## src/rtl/vga_pkg.sv

```systemverilog
// Shared VGA timing types and the default 640x480@60 timing constants.
package vga_pkg;

   // One axis worth of timing: visible span followed by front porch, sync, back porch.
   typedef struct packed {
      int unsigned active;
      int unsigned fp;
      int unsigned sync;
      int unsigned bp;
   } vga_timing_t;

   localparam vga_timing_t VGA_640X480_H = '{active: 640, fp: 16, sync: 96, bp: 48};
   localparam vga_timing_t VGA_640X480_V = '{active: 480, fp: 10, sync: 2,  bp: 33};

   localparam int unsigned DEF_CLK_DIV = 2;
   localparam int unsigned DEF_CW      = 10;
   localparam int unsigned DEF_FCW     = 8;

   // Full period of one axis in units of that axis (pixels or lines).
   function automatic int unsigned timing_total(vga_timing_t t);
      return t.active + t.fp + t.sync + t.bp;
   endfunction

endpackage

```

## src/rtl/vga_timing_gen_if.sv

```systemverilog
// Video timing outputs bundled for the generator (master) and its consumers (slave).
interface vga_timing_gen_if #(
   parameter int unsigned CW  = 10,
   parameter int unsigned FCW = 8
);
   logic           pix_en_o;
   logic [CW-1:0]  drawx_o;
   logic [CW-1:0]  drawy_o;
   logic           hs_o;
   logic           vs_o;
   logic           de_o;
   logic           blank_o;
   logic           line_start_o;
   logic           frame_start_o;
   logic           vblank_o;
   logic [FCW-1:0] frame_cnt_o;

   modport master (
      output pix_en_o, drawx_o, drawy_o, hs_o, vs_o, de_o, blank_o,
             line_start_o, frame_start_o, vblank_o, frame_cnt_o
   );

   modport slave (
      input  pix_en_o, drawx_o, drawy_o, hs_o, vs_o, de_o, blank_o,
             line_start_o, frame_start_o, vblank_o, frame_cnt_o
   );
endinterface

```

## src/rtl/vga_axis_counter.sv

```systemverilog
// One timing axis: position counter plus registered active/sync flags that
// always describe the count currently presented.
module vga_axis_counter
   import vga_pkg::*;
#(
   parameter int unsigned ACTIVE = VGA_640X480_H.active,
   parameter int unsigned FP     = VGA_640X480_H.fp,
   parameter int unsigned SYNC   = VGA_640X480_H.sync,
   parameter int unsigned BP     = VGA_640X480_H.bp,
   parameter bit          POL    = 1'b0,
   parameter int unsigned CW     = DEF_CW
) (
   input  logic          clk_i,
   input  logic          reset_i,
   input  logic          advance_i,
   output logic [CW-1:0] count_o,
   output logic          wrap_o,
   output logic          active_o,
   output logic          sync_o
);

   localparam vga_timing_t   TIM        = '{active: ACTIVE, fp: FP, sync: SYNC, bp: BP};
   localparam int unsigned   TOTAL      = timing_total(TIM);
   localparam logic [CW-1:0] LAST       = CW'(TOTAL - 1);
   localparam logic [CW-1:0] ACT_END    = CW'(ACTIVE);
   localparam logic [CW-1:0] SYNC_START = CW'(ACTIVE + FP);
   localparam logic [CW-1:0] SYNC_END   = CW'(ACTIVE + FP + SYNC);

   logic [CW-1:0] count_q, count_d;
   logic          active_q, active_d;
   logic          sync_q, sync_d;

   // Next count and flags are decoded from the next count so they flip on the same edge.
   always_comb begin
      count_d  = count_q;
      active_d = active_q;
      sync_d   = sync_q;
      wrap_o   = advance_i && (count_q == LAST);
      if (advance_i) begin
         count_d  = wrap_o ? '0 : count_q + 1'b1;
         active_d = (count_d < ACT_END);
         sync_d   = ((count_d >= SYNC_START) && (count_d < SYNC_END)) ? POL : ~POL;
      end
   end

   // Axis state register; reset presents position 0 (visible, sync idle).
   always_ff @(posedge clk_i) begin
      if (reset_i) begin
         count_q  <= '0;
         active_q <= 1'b1;
         sync_q   <= ~POL;
      end else begin
         count_q  <= count_d;
         active_q <= active_d;
         sync_q   <= sync_d;
      end
   end

   assign count_o  = count_q;
   assign active_o = active_q;
   assign sync_o   = sync_q;

endmodule

```

## src/rtl/vga_timing_gen.sv

```systemverilog
// VGA timing generator: pixel-clock divider driving horizontal and vertical
// axis counters, with line/frame strobes and a wrapping frame counter.
module vga_timing_gen
   import vga_pkg::*;
#(
   parameter int unsigned H_ACTIVE = VGA_640X480_H.active,
   parameter int unsigned H_FP     = VGA_640X480_H.fp,
   parameter int unsigned H_SYNC   = VGA_640X480_H.sync,
   parameter int unsigned H_BP     = VGA_640X480_H.bp,
   parameter int unsigned V_ACTIVE = VGA_640X480_V.active,
   parameter int unsigned V_FP     = VGA_640X480_V.fp,
   parameter int unsigned V_SYNC   = VGA_640X480_V.sync,
   parameter int unsigned V_BP     = VGA_640X480_V.bp,
   parameter bit          HS_POL   = 1'b0,
   parameter bit          VS_POL   = 1'b0,
   parameter int unsigned CLK_DIV  = DEF_CLK_DIV,
   parameter int unsigned CW       = DEF_CW,
   parameter int unsigned FCW      = DEF_FCW
) (
   input  logic              clk_i,
   input  logic              reset_i,
   input  logic              enable_i,
   vga_timing_gen_if.master  vid
);

   localparam vga_timing_t H_TIM     = '{active: H_ACTIVE, fp: H_FP, sync: H_SYNC, bp: H_BP};
   localparam vga_timing_t V_TIM     = '{active: V_ACTIVE, fp: V_FP, sync: V_SYNC, bp: V_BP};
   localparam int unsigned H_TOTAL   = timing_total(H_TIM);
   localparam int unsigned V_TOTAL   = timing_total(V_TIM);
   localparam int unsigned MAX_TOTAL = (H_TOTAL > V_TOTAL) ? H_TOTAL : V_TOTAL;
   localparam int unsigned DW        = (CLK_DIV > 1) ? $clog2(CLK_DIV) : 1;
   localparam logic [DW-1:0] DIV_LAST = DW'(CLK_DIV - 1);

   if (CW < unsigned'($clog2(MAX_TOTAL))) begin : g_err_cw
      $error("vga_timing_gen: CW too narrow for the line/frame totals");
   end
   if (CLK_DIV < 1) begin : g_err_div
      $error("vga_timing_gen: CLK_DIV must be at least 1");
   end
   if ((H_ACTIVE == 0) || (H_FP == 0) || (H_SYNC == 0) || (H_BP == 0) ||
       (V_ACTIVE == 0) || (V_FP == 0) || (V_SYNC == 0) || (V_BP == 0)) begin : g_err_seg
      $error("vga_timing_gen: timing segments must be non-zero");
   end

   logic [DW-1:0]  div_q, div_d;
   logic           pix_en;
   logic [CW-1:0]  x_cnt, y_cnt;
   logic           x_wrap, y_wrap;
   logic           x_active, y_active;
   logic           hs, vs;
   logic           line_start_q, line_start_d;
   logic           frame_start_q, frame_start_d;
   logic [FCW-1:0] frame_cnt_q, frame_cnt_d;

   // Pixel divider: runs only while enabled, strobe on its last count.
   always_comb begin
      div_d  = div_q;
      pix_en = enable_i & ~reset_i & (div_q == DIV_LAST);
      if (enable_i) begin
         div_d = (div_q == DIV_LAST) ? '0 : div_q + 1'b1;
      end
   end

   // Divider register.
   always_ff @(posedge clk_i) begin
      if (reset_i) div_q <= '0;
      else         div_q <= div_d;
   end

   vga_axis_counter #(
      .ACTIVE (H_ACTIVE),
      .FP     (H_FP),
      .SYNC   (H_SYNC),
      .BP     (H_BP),
      .POL    (HS_POL),
      .CW     (CW)
   ) u_h_axis (
      .clk_i     (clk_i),
      .reset_i   (reset_i),
      .advance_i (pix_en),
      .count_o   (x_cnt),
      .wrap_o    (x_wrap),
      .active_o  (x_active),
      .sync_o    (hs)
   );

   // Vertical axis steps only on a line wrap, so vs changes on line boundaries.
   vga_axis_counter #(
      .ACTIVE (V_ACTIVE),
      .FP     (V_FP),
      .SYNC   (V_SYNC),
      .BP     (V_BP),
      .POL    (VS_POL),
      .CW     (CW)
   ) u_v_axis (
      .clk_i     (clk_i),
      .reset_i   (reset_i),
      .advance_i (x_wrap),
      .count_o   (y_cnt),
      .wrap_o    (y_wrap),
      .active_o  (y_active),
      .sync_o    (vs)
   );

   // Strobes fire on the edge the counters reach x=0 / (0,0); frame count follows.
   always_comb begin
      line_start_d  = x_wrap;
      frame_start_d = x_wrap & y_wrap;
      frame_cnt_d   = frame_cnt_q;
      if (frame_start_d) begin
         frame_cnt_d = frame_cnt_q + 1'b1;
      end
   end

   // Strobe and frame counter registers; reset itself never raises a strobe.
   always_ff @(posedge clk_i) begin
      if (reset_i) begin
         line_start_q  <= 1'b0;
         frame_start_q <= 1'b0;
         frame_cnt_q   <= '0;
      end else begin
         line_start_q  <= line_start_d;
         frame_start_q <= frame_start_d;
         frame_cnt_q   <= frame_cnt_d;
      end
   end

   assign vid.pix_en_o      = pix_en;
   assign vid.drawx_o       = x_cnt;
   assign vid.drawy_o       = y_cnt;
   assign vid.hs_o          = hs;
   assign vid.vs_o          = vs;
   assign vid.de_o          = x_active & y_active;
   assign vid.blank_o       = ~(x_active & y_active);
   assign vid.vblank_o      = ~y_active;
   // Strobes are suppressed while paused.
   assign vid.line_start_o  = line_start_q & enable_i;
   assign vid.frame_start_o = frame_start_q & enable_i;
   assign vid.frame_cnt_o   = frame_cnt_q;

endmodule
```

## src/flat_wrapper.sv

```systemverilog
// flat-port wrapper written by rule: the top's interface ports become plain ports
module vga_timing_gen_flat import vga_pkg::*;
#(
   parameter int unsigned H_ACTIVE = VGA_640X480_H.active,
   parameter int unsigned H_FP     = VGA_640X480_H.fp,
   parameter int unsigned H_SYNC   = VGA_640X480_H.sync,
   parameter int unsigned H_BP     = VGA_640X480_H.bp,
   parameter int unsigned V_ACTIVE = VGA_640X480_V.active,
   parameter int unsigned V_FP     = VGA_640X480_V.fp,
   parameter int unsigned V_SYNC   = VGA_640X480_V.sync,
   parameter int unsigned V_BP     = VGA_640X480_V.bp,
   parameter bit          HS_POL   = 1'b0,
   parameter bit          VS_POL   = 1'b0,
   parameter int unsigned CLK_DIV  = DEF_CLK_DIV,
   parameter int unsigned CW       = DEF_CW,
   parameter int unsigned FCW      = DEF_FCW
)
  (clk_i, reset_i, enable_i, vid_pix_en_o, vid_drawx_o, vid_drawy_o, vid_hs_o, vid_vs_o, vid_de_o, vid_blank_o, vid_line_start_o, vid_frame_start_o, vid_vblank_o, vid_frame_cnt_o);
  vga_timing_gen_if #(.CW(CW), .FCW(FCW)) vid_i ();
  input  logic clk_i;
  input  logic reset_i;
  input  logic enable_i;
  output wire logic [$bits(vid_i.pix_en_o)-1:0] vid_pix_en_o;
  output wire logic [$bits(vid_i.drawx_o)-1:0] vid_drawx_o;
  output wire logic [$bits(vid_i.drawy_o)-1:0] vid_drawy_o;
  output wire logic [$bits(vid_i.hs_o)-1:0] vid_hs_o;
  output wire logic [$bits(vid_i.vs_o)-1:0] vid_vs_o;
  output wire logic [$bits(vid_i.de_o)-1:0] vid_de_o;
  output wire logic [$bits(vid_i.blank_o)-1:0] vid_blank_o;
  output wire logic [$bits(vid_i.line_start_o)-1:0] vid_line_start_o;
  output wire logic [$bits(vid_i.frame_start_o)-1:0] vid_frame_start_o;
  output wire logic [$bits(vid_i.vblank_o)-1:0] vid_vblank_o;
  output wire logic [$bits(vid_i.frame_cnt_o)-1:0] vid_frame_cnt_o;
  assign vid_pix_en_o = vid_i.pix_en_o;
  assign vid_drawx_o = vid_i.drawx_o;
  assign vid_drawy_o = vid_i.drawy_o;
  assign vid_hs_o = vid_i.hs_o;
  assign vid_vs_o = vid_i.vs_o;
  assign vid_de_o = vid_i.de_o;
  assign vid_blank_o = vid_i.blank_o;
  assign vid_line_start_o = vid_i.line_start_o;
  assign vid_frame_start_o = vid_i.frame_start_o;
  assign vid_vblank_o = vid_i.vblank_o;
  assign vid_frame_cnt_o = vid_i.frame_cnt_o;
  vga_timing_gen #(.H_ACTIVE(H_ACTIVE), .H_FP(H_FP), .H_SYNC(H_SYNC), .H_BP(H_BP), .V_ACTIVE(V_ACTIVE), .V_FP(V_FP), .V_SYNC(V_SYNC), .V_BP(V_BP), .HS_POL(HS_POL), .VS_POL(VS_POL), .CLK_DIV(CLK_DIV), .CW(CW), .FCW(FCW)) u_core (.clk_i(clk_i), .reset_i(reset_i), .enable_i(enable_i), .vid(vid_i));
endmodule
```

## config.mk

```make
export PLATFORM = sky130hd
export DESIGN_NAME = vga_timing_gen_flat
export DESIGN_NICKNAME = d
export VERILOG_FILES = /design/src/rtl/vga_pkg.sv /design/src/rtl/vga_timing_gen_if.sv /design/src/rtl/vga_axis_counter.sv /design/src/rtl/vga_timing_gen.sv /design/src/flat_wrapper.sv
export SDC_FILE = /design/constraint.sdc
export NUM_CORES = 1
export LEC_CHECK = 0
export CORE_MARGIN = 3
export CORE_UTILIZATION = 40
export DETAILED_ROUTE_END_ITERATION = 12
export GPL_TIMING_DRIVEN = 1
export PLACE_DENSITY = 0.75
export REMOVE_ABC_BUFFERS = 1
export SLEW_MARGIN = 15
export SYNTH_ARGS = -nofsm -noshare
export SYNTH_HDL_FRONTEND = slang
export SYNTH_SLANG_ARGS = --single-unit
```

## constraint.sdc

```tcl
create_clock -name clk_i -period 2.1 [get_ports clk_i]
set_input_delay 0.63 -clock clk_i [delete_from_list [all_inputs] [get_ports clk_i]]
set_output_delay 0.63 -clock clk_i [all_outputs]
set_load 0.01 [all_outputs]
```

[Yosys cells after proc, flatten, opt, wreduce, memory -nomap -nowiden]
Index checks and enable logic that the tools add are counted.
Storage, ports and cells
  bits in registers: 35
  output and inout port bits: 36
  input port bits: 3
Cells by class
  reductions and logical operators: 4
  bitwise operators: 9
  multiplexer cells: 5
  $lt $le $gt $ge: 6
  eq/ne operators: 2
  add/subtract/negate cells: 4
Operators with widths (count)
  adder 10 x 1 -> 10 bit, second input constant: 2
  equality test 10 bit, second input constant: 2
  < comparator 10 bit, second input constant: 2
  < comparator 10 x 9 -> 1 bit, second input constant: 2
  2-to-1 mux 10 bit: 2
  >= comparator 10 bit, second input constant: 1
  >= comparator 10 x 9 -> 1 bit, second input constant: 1
  adder 8 x 1 -> 8 bit, second input constant: 1
  bitwise AND 1 bit: 6
  logical AND 1 bit: 4
  2-to-1 mux 1 bit: 3
  NOT 1 bit: 3
  adder 1 bit, second input constant: 1

[Logic depth before layout (Yosys ltp)]
Gate-level depths: netlist (run 1).
  word-level depth: 9
  mapped depth: 8
  depth with buffers taken out: 7

[Hierarchy]
From an unflattened synthesis (run 1), not the netlist that was laid out.
Unflattened totals
  cell total of the unflattened synthesis: 238
  area total of the unflattened synthesis: 1953.1 sq um
Modules (own cells, without submodules)
  vga_axis_counter at u_core.u_v_axis: area an instance 769.5 sq um, instances 1, cells an instance 98
  vga_axis_counter at u_core.u_h_axis: area an instance 725.7 sq um, instances 1, cells an instance 86
  vga_timing_gen: area an instance 457.9 sq um, instances 1, cells an instance 54

[Least setup slack after synthesis (run 1)]
OpenSTA, ideal clock, no wires.
  path kind: input to register
  start point: in reset_i
  end point: reg u_core.frame_cnt_q[0] (netlist: u_core.vid.frame_cnt_o[0])
  cell stages on the path: 7
  path buffers: 1
  library setup time: 0.121 ns
  arrival: 1.751 ns
  slack: 0.228 ns
  path through: clkbuf_1 nand3b_4 inv_2 nand4_2 nor2_2 nor2_1 mux2_2
On the way
  word-level cells in the longest chain between the ends: 6
RTL lines
  start, declared: line flat_wrapper.sv:21  | input logic reset_i;
  NOT 1 bit (*): line vga_timing_gen.sv:58  | pix_en = enable_i & ~reset_i & (div_q == DIV_LAST);
  bitwise AND 1 bit (*) (2 in series): line vga_timing_gen.sv:58
  via vid_pix_en_o: line flat_wrapper.sv:23  | output wire logic [$bits(vid_i.pix_en_o)-1:0] vid_pix_en_o;
  logical AND 1 bit (*): line vga_axis_counter.sv:38  | wrap_o = advance_i && (count_q == LAST);
  logical AND 1 bit: line vga_axis_counter.sv:38
  bitwise AND 1 bit (*): line vga_timing_gen.sv:108  | frame_start_d = x_wrap & y_wrap;
  end signal, assigned: line vga_timing_gen.sv:124  | frame_cnt_q <= frame_cnt_d;
  end, declared: line vga_timing_gen.sv:53  | logic [FCW-1:0] frame_cnt_q, frame_cnt_d;
Mark *: on every way through the listed nets, which the timed path passes. The rest lies on a longest branch.
A chain may end at the register's enable or synchronous reset.

[Final worst setup path (run 1)]
  start point: reg u_core.u_v_axis.count_q[3] (netlist: u_core.u_v_axis.count_o[3])
  end point: out vid_drawy_o[3]
RTL lines
  start, declared: line vga_axis_counter.sv:29  | logic [CW-1:0] count_q, count_d;
  start signal, assigned: line vga_axis_counter.sv:53  | count_q <= count_d;
  end, declared: line flat_wrapper.sv:25  | output wire logic [$bits(vid_i.drawy_o)-1:0] vid_drawy_o;
No word-level cell between the ends.

==> flow_metrics.env, run 1 <==
export IMPL_required_ns=1.47
export IMPL_grt_antenna_before_repair=0
export IMPL_cts_sinks=35
export IMPL_final_cell_mix="clkdlybuf4s50_1, dfxtp_1, nor2_1, buf_4, nand2_1"
export IMPL_cp_top_family="buffers and inverters"
export IMPL_design_power_total_mw=1.20
export IMPL_syn_inst=231
export IMPL_synth_seq_area_share_pct=35.8
export IMPL_slew_limit_headroom_pct=71.7
export IMPL_die_y_um=75.9
export IMPL_hold_violations=0
export IMPL_area_growth_syn_to_layout_pct=31.8
export IMPL_grt_max_degree=26
export IMPL_fin_worst_skew_ns=0.00281
export IMPL_synth_top_cell_area_share_pct=35.8
export IMPL_syn_avg_cell_area_um2=8.47
export IMPL_diodes=0
export IMPL_power_leakage_nw=0.970
export IMPL_place_inst=342
export IMPL_io_pins=39
export IMPL_grt_pass1_wl_mm=8.09
export IMPL_die_x_um=75.9
export IMPL_worstPathMaxFanout=10
export IMPL_crit_chain="clkdlybuf4s50_1"
export IMPL_r2r_cells=6
export IMPL_async_flop_share_pct=0
export IMPL_worst_path_buf_inv=1
export IMPL_synth_cell_types=53
export IMPL_report_final_slew_viol_count=0
export IMPL_dieArea_um2=5770
export IMPL_use_met1_pct=22.2
export IMPL_drive_gt1_share_pct=16.3
export IMPL_cp_start_kind="flip-flop"
export IMPL_numCtsBuffers=5
export IMPL_cts_tree="yes"
export IMPL_fmax_mhz=497
export IMPL_p_sw_share_pct=22.5
export IMPL_coreArea_um2=4530
export IMPL_nNetsFinal=291
export IMPL_grt_pass1_vias=1776
export IMPL_cp_slowest_stage_delay_ns=0.60
export IMPL_layout_cells_non_filler=348
export IMPL_worst_path_stages=1
export IMPL_clock_root_buffer="clkbuf_8"
export IMPL_finalInstanceArea_um2=2580
export IMPL_path_clk_slew_ns=0.06
export IMPL_postCtsHoldBufs=0
export IMPL_cp_arrival_ns=1.38
export IMPL_gr_usage_met2_pct=26.6
export IMPL_routed_wl_mm=4.67
export IMPL_row_count=24
export IMPL_finalWorstSetupSlack_ns=0.0870
export IMPL_seqPwrFrac_pct=56.7
export IMPL_dp_hpwl_mm=3.36
export IMPL_synth_area_leaders="dfxtp_1, xnor2_1, nor2_1"
export IMPL_gr_total_overflow=0
export IMPL_rsz0062_at_grt="false"
export IMPL_netlist_area_um2=1960
export IMPL_via_count=1877
export IMPL_status="completed"
export IMPL_setup_viol=0
export IMPL_wl_per_cell_um=13.4
export IMPL_fin_crit_sh_pct=95.9
export IMPL_drt_iter0_markers=122
export IMPL_portBuffers=38
export IMPL_drcViolationCount=0
export IMPL_synth_top_area_cell="dfxtp_1"
export IMPL_hp_class="reg2reg"
export IMPL_grt_use_met3_pct=3.55
export IMPL_period_needed_ns=2.01
export IMPL_p_sw_mw=0.269
export IMPL_vias_per_cell=5.39
export IMPL_synth_warnings=0
export IMPL_endpoint_kind="output port"
export IMPL_fin_util_pct=56.9
export IMPL_power_density_nw_per_um2=463
export IMPL_preCtsSetupSlack_ns=-0.436
export IMPL_ir_drop_mv=0.257
export IMPL_grt_usage_pct=16.7
export IMPL_antenna_left=0
export IMPL_top_usage_layer="met2"
export IMPL_clock_power_share_pct=37.2
export IMPL_placed_area_um2=2510
export IMPL_cap_violations=0
export IMPL_worst_pin_slew_ns=0.422
export IMPL_cts_buffer_depth=2
export IMPL_firstDrtPassIters=4
export IMPL_hold_depth=2
export IMPL_crit_slowest_cell="clkdlybuf4s50_1"
export IMPL_p_comb_share_pct=6.2
export IMPL_synth_main_ff_cell="dfxtp_1"
export IMPL_synth_edf_count=0
export IMPL_synth_ff_latch_count=35
export IMPL_initial_core_util_pct=43.2
export IMPL_worstSkewPairLatency_ns=0.28
export IMPL_crit_type="reg2out"
export IMPL_intPower_mw=0.926
export IMPL_h_tree_depth=2
export IMPL_gp_congestion=0.908
## power by group through the flow
stage | Clock, mW | Sequential, mW | Combinational [mW]
6_report | 0.444 | 0.677 | 0.0738
5_1_grt | 0.481 | 0.678 | 0.0808
4_1_cts | 0.462 | 0.677 | 0.0740
3_5_place_dp | 0 | 0.692 | 0.0756
3_3_place_gp | 0 | 0.692 | 0.0751
2_1_floorplan | 0 | 0.694 | 0.0287
## synthesized netlist by cell type (all sizes together) (3+ instances only)
library cell and instances:
nand4 9, clkbuf 4, dfxtp 35, xor2 9
and4 4, nand2 20, nand3 14, and3 3
ha 4, and2 7, o21ai 13, inv 8
buf 9, nor3 10, xnor2 11, nor2 22
a31oi 4, a21oi 10, or3 3, nor4 3
o31ai 5
## metal layers
| metal | part of all wire, % | up-vias |
|---|---|---|
| met4 | 1.4 | 0 |
| met1 | 48 | 882 |
| met2 | 44 | 57 |
| met3 | 5.7 | 9 |
| li1 | - | 929 |
| met5 | 0 | - |
## registers in the layout, summed over array words and instances, names as in the netlist
signal and count:
u_core.u_h_axis.count_o 10, u_core.u_v_axis.count_o 10, u_core.vid.frame_cnt_o 8, u_core.div_q 1, u_core.frame_start_q 1, u_core.line_start_q 1, u_core.u_h_axis.active_o 1, u_core.u_h_axis.sync_o 1
u_core.u_v_axis.active_o 1, u_core.u_v_axis.sync_o 1
## final timing paths
path | start | endpoint | slack [ns]
max | u_core.u_v_axis.count_o[3] | vid_drawy_o[3] | 0.09
min | u_core.u_h_axis.active_o | u_core.u_h_axis.active_o | 0.47
max reg2reg | u_core.u_v_axis.count_o[1] | u_core.u_v_axis.active_o | 0.22
min reg2reg | u_core.u_h_axis.active_o | u_core.u_h_axis.active_o | 0.47
## per-stage QoR
| stage | hold slack (ns) | TNS [ns] |
|---|---|---|
| after floorplan | 0.432 | 0 |
| after global placement | 0.470 | -6.01 |
| after detailed placement | 0.457 | -6.23 |
| after CTS | 0.473 | 0 |
| after global routing | 0.499 | 0 |
| final | 0.467 | 0 |
## cell type report
class,count,area [µm²]
Inverter,8,30.0
Tap cell,65,81.3
Timing Repair Buffer,59,534
Clock buffer,6,72.6
Sequential cell,35,703
Multi-Input combinational cell,175,1160
Fill cell,438,1960
## what timing repair did
action | 4_1_cts | 5_1_grt
pin swaps | 0 | 0
buffers inserted | 0 | 0
setup endpoints to repair | 4 | 2
gates resized for setup | 7 | 2
## logic make-up after synthesis
kind of cell,synth area share [%]
multiplexers,1.09
buffers and inverters,5.05
AND/OR/NAND/NOR,33.4
adder cells (fa/ha/maj),2.56
XOR/XNOR,8.95
flip-flops,35.8
AO/OA/AOI/OAI,13.2
(Power assumes the default switching activity.)
==> run 2: changes to the inputs <==
Settings changed: CAP_MARGIN from default to 0.
==> results of run 2 <==
Same layout as run 1: the final DEF is identical, and so are final timing and power.
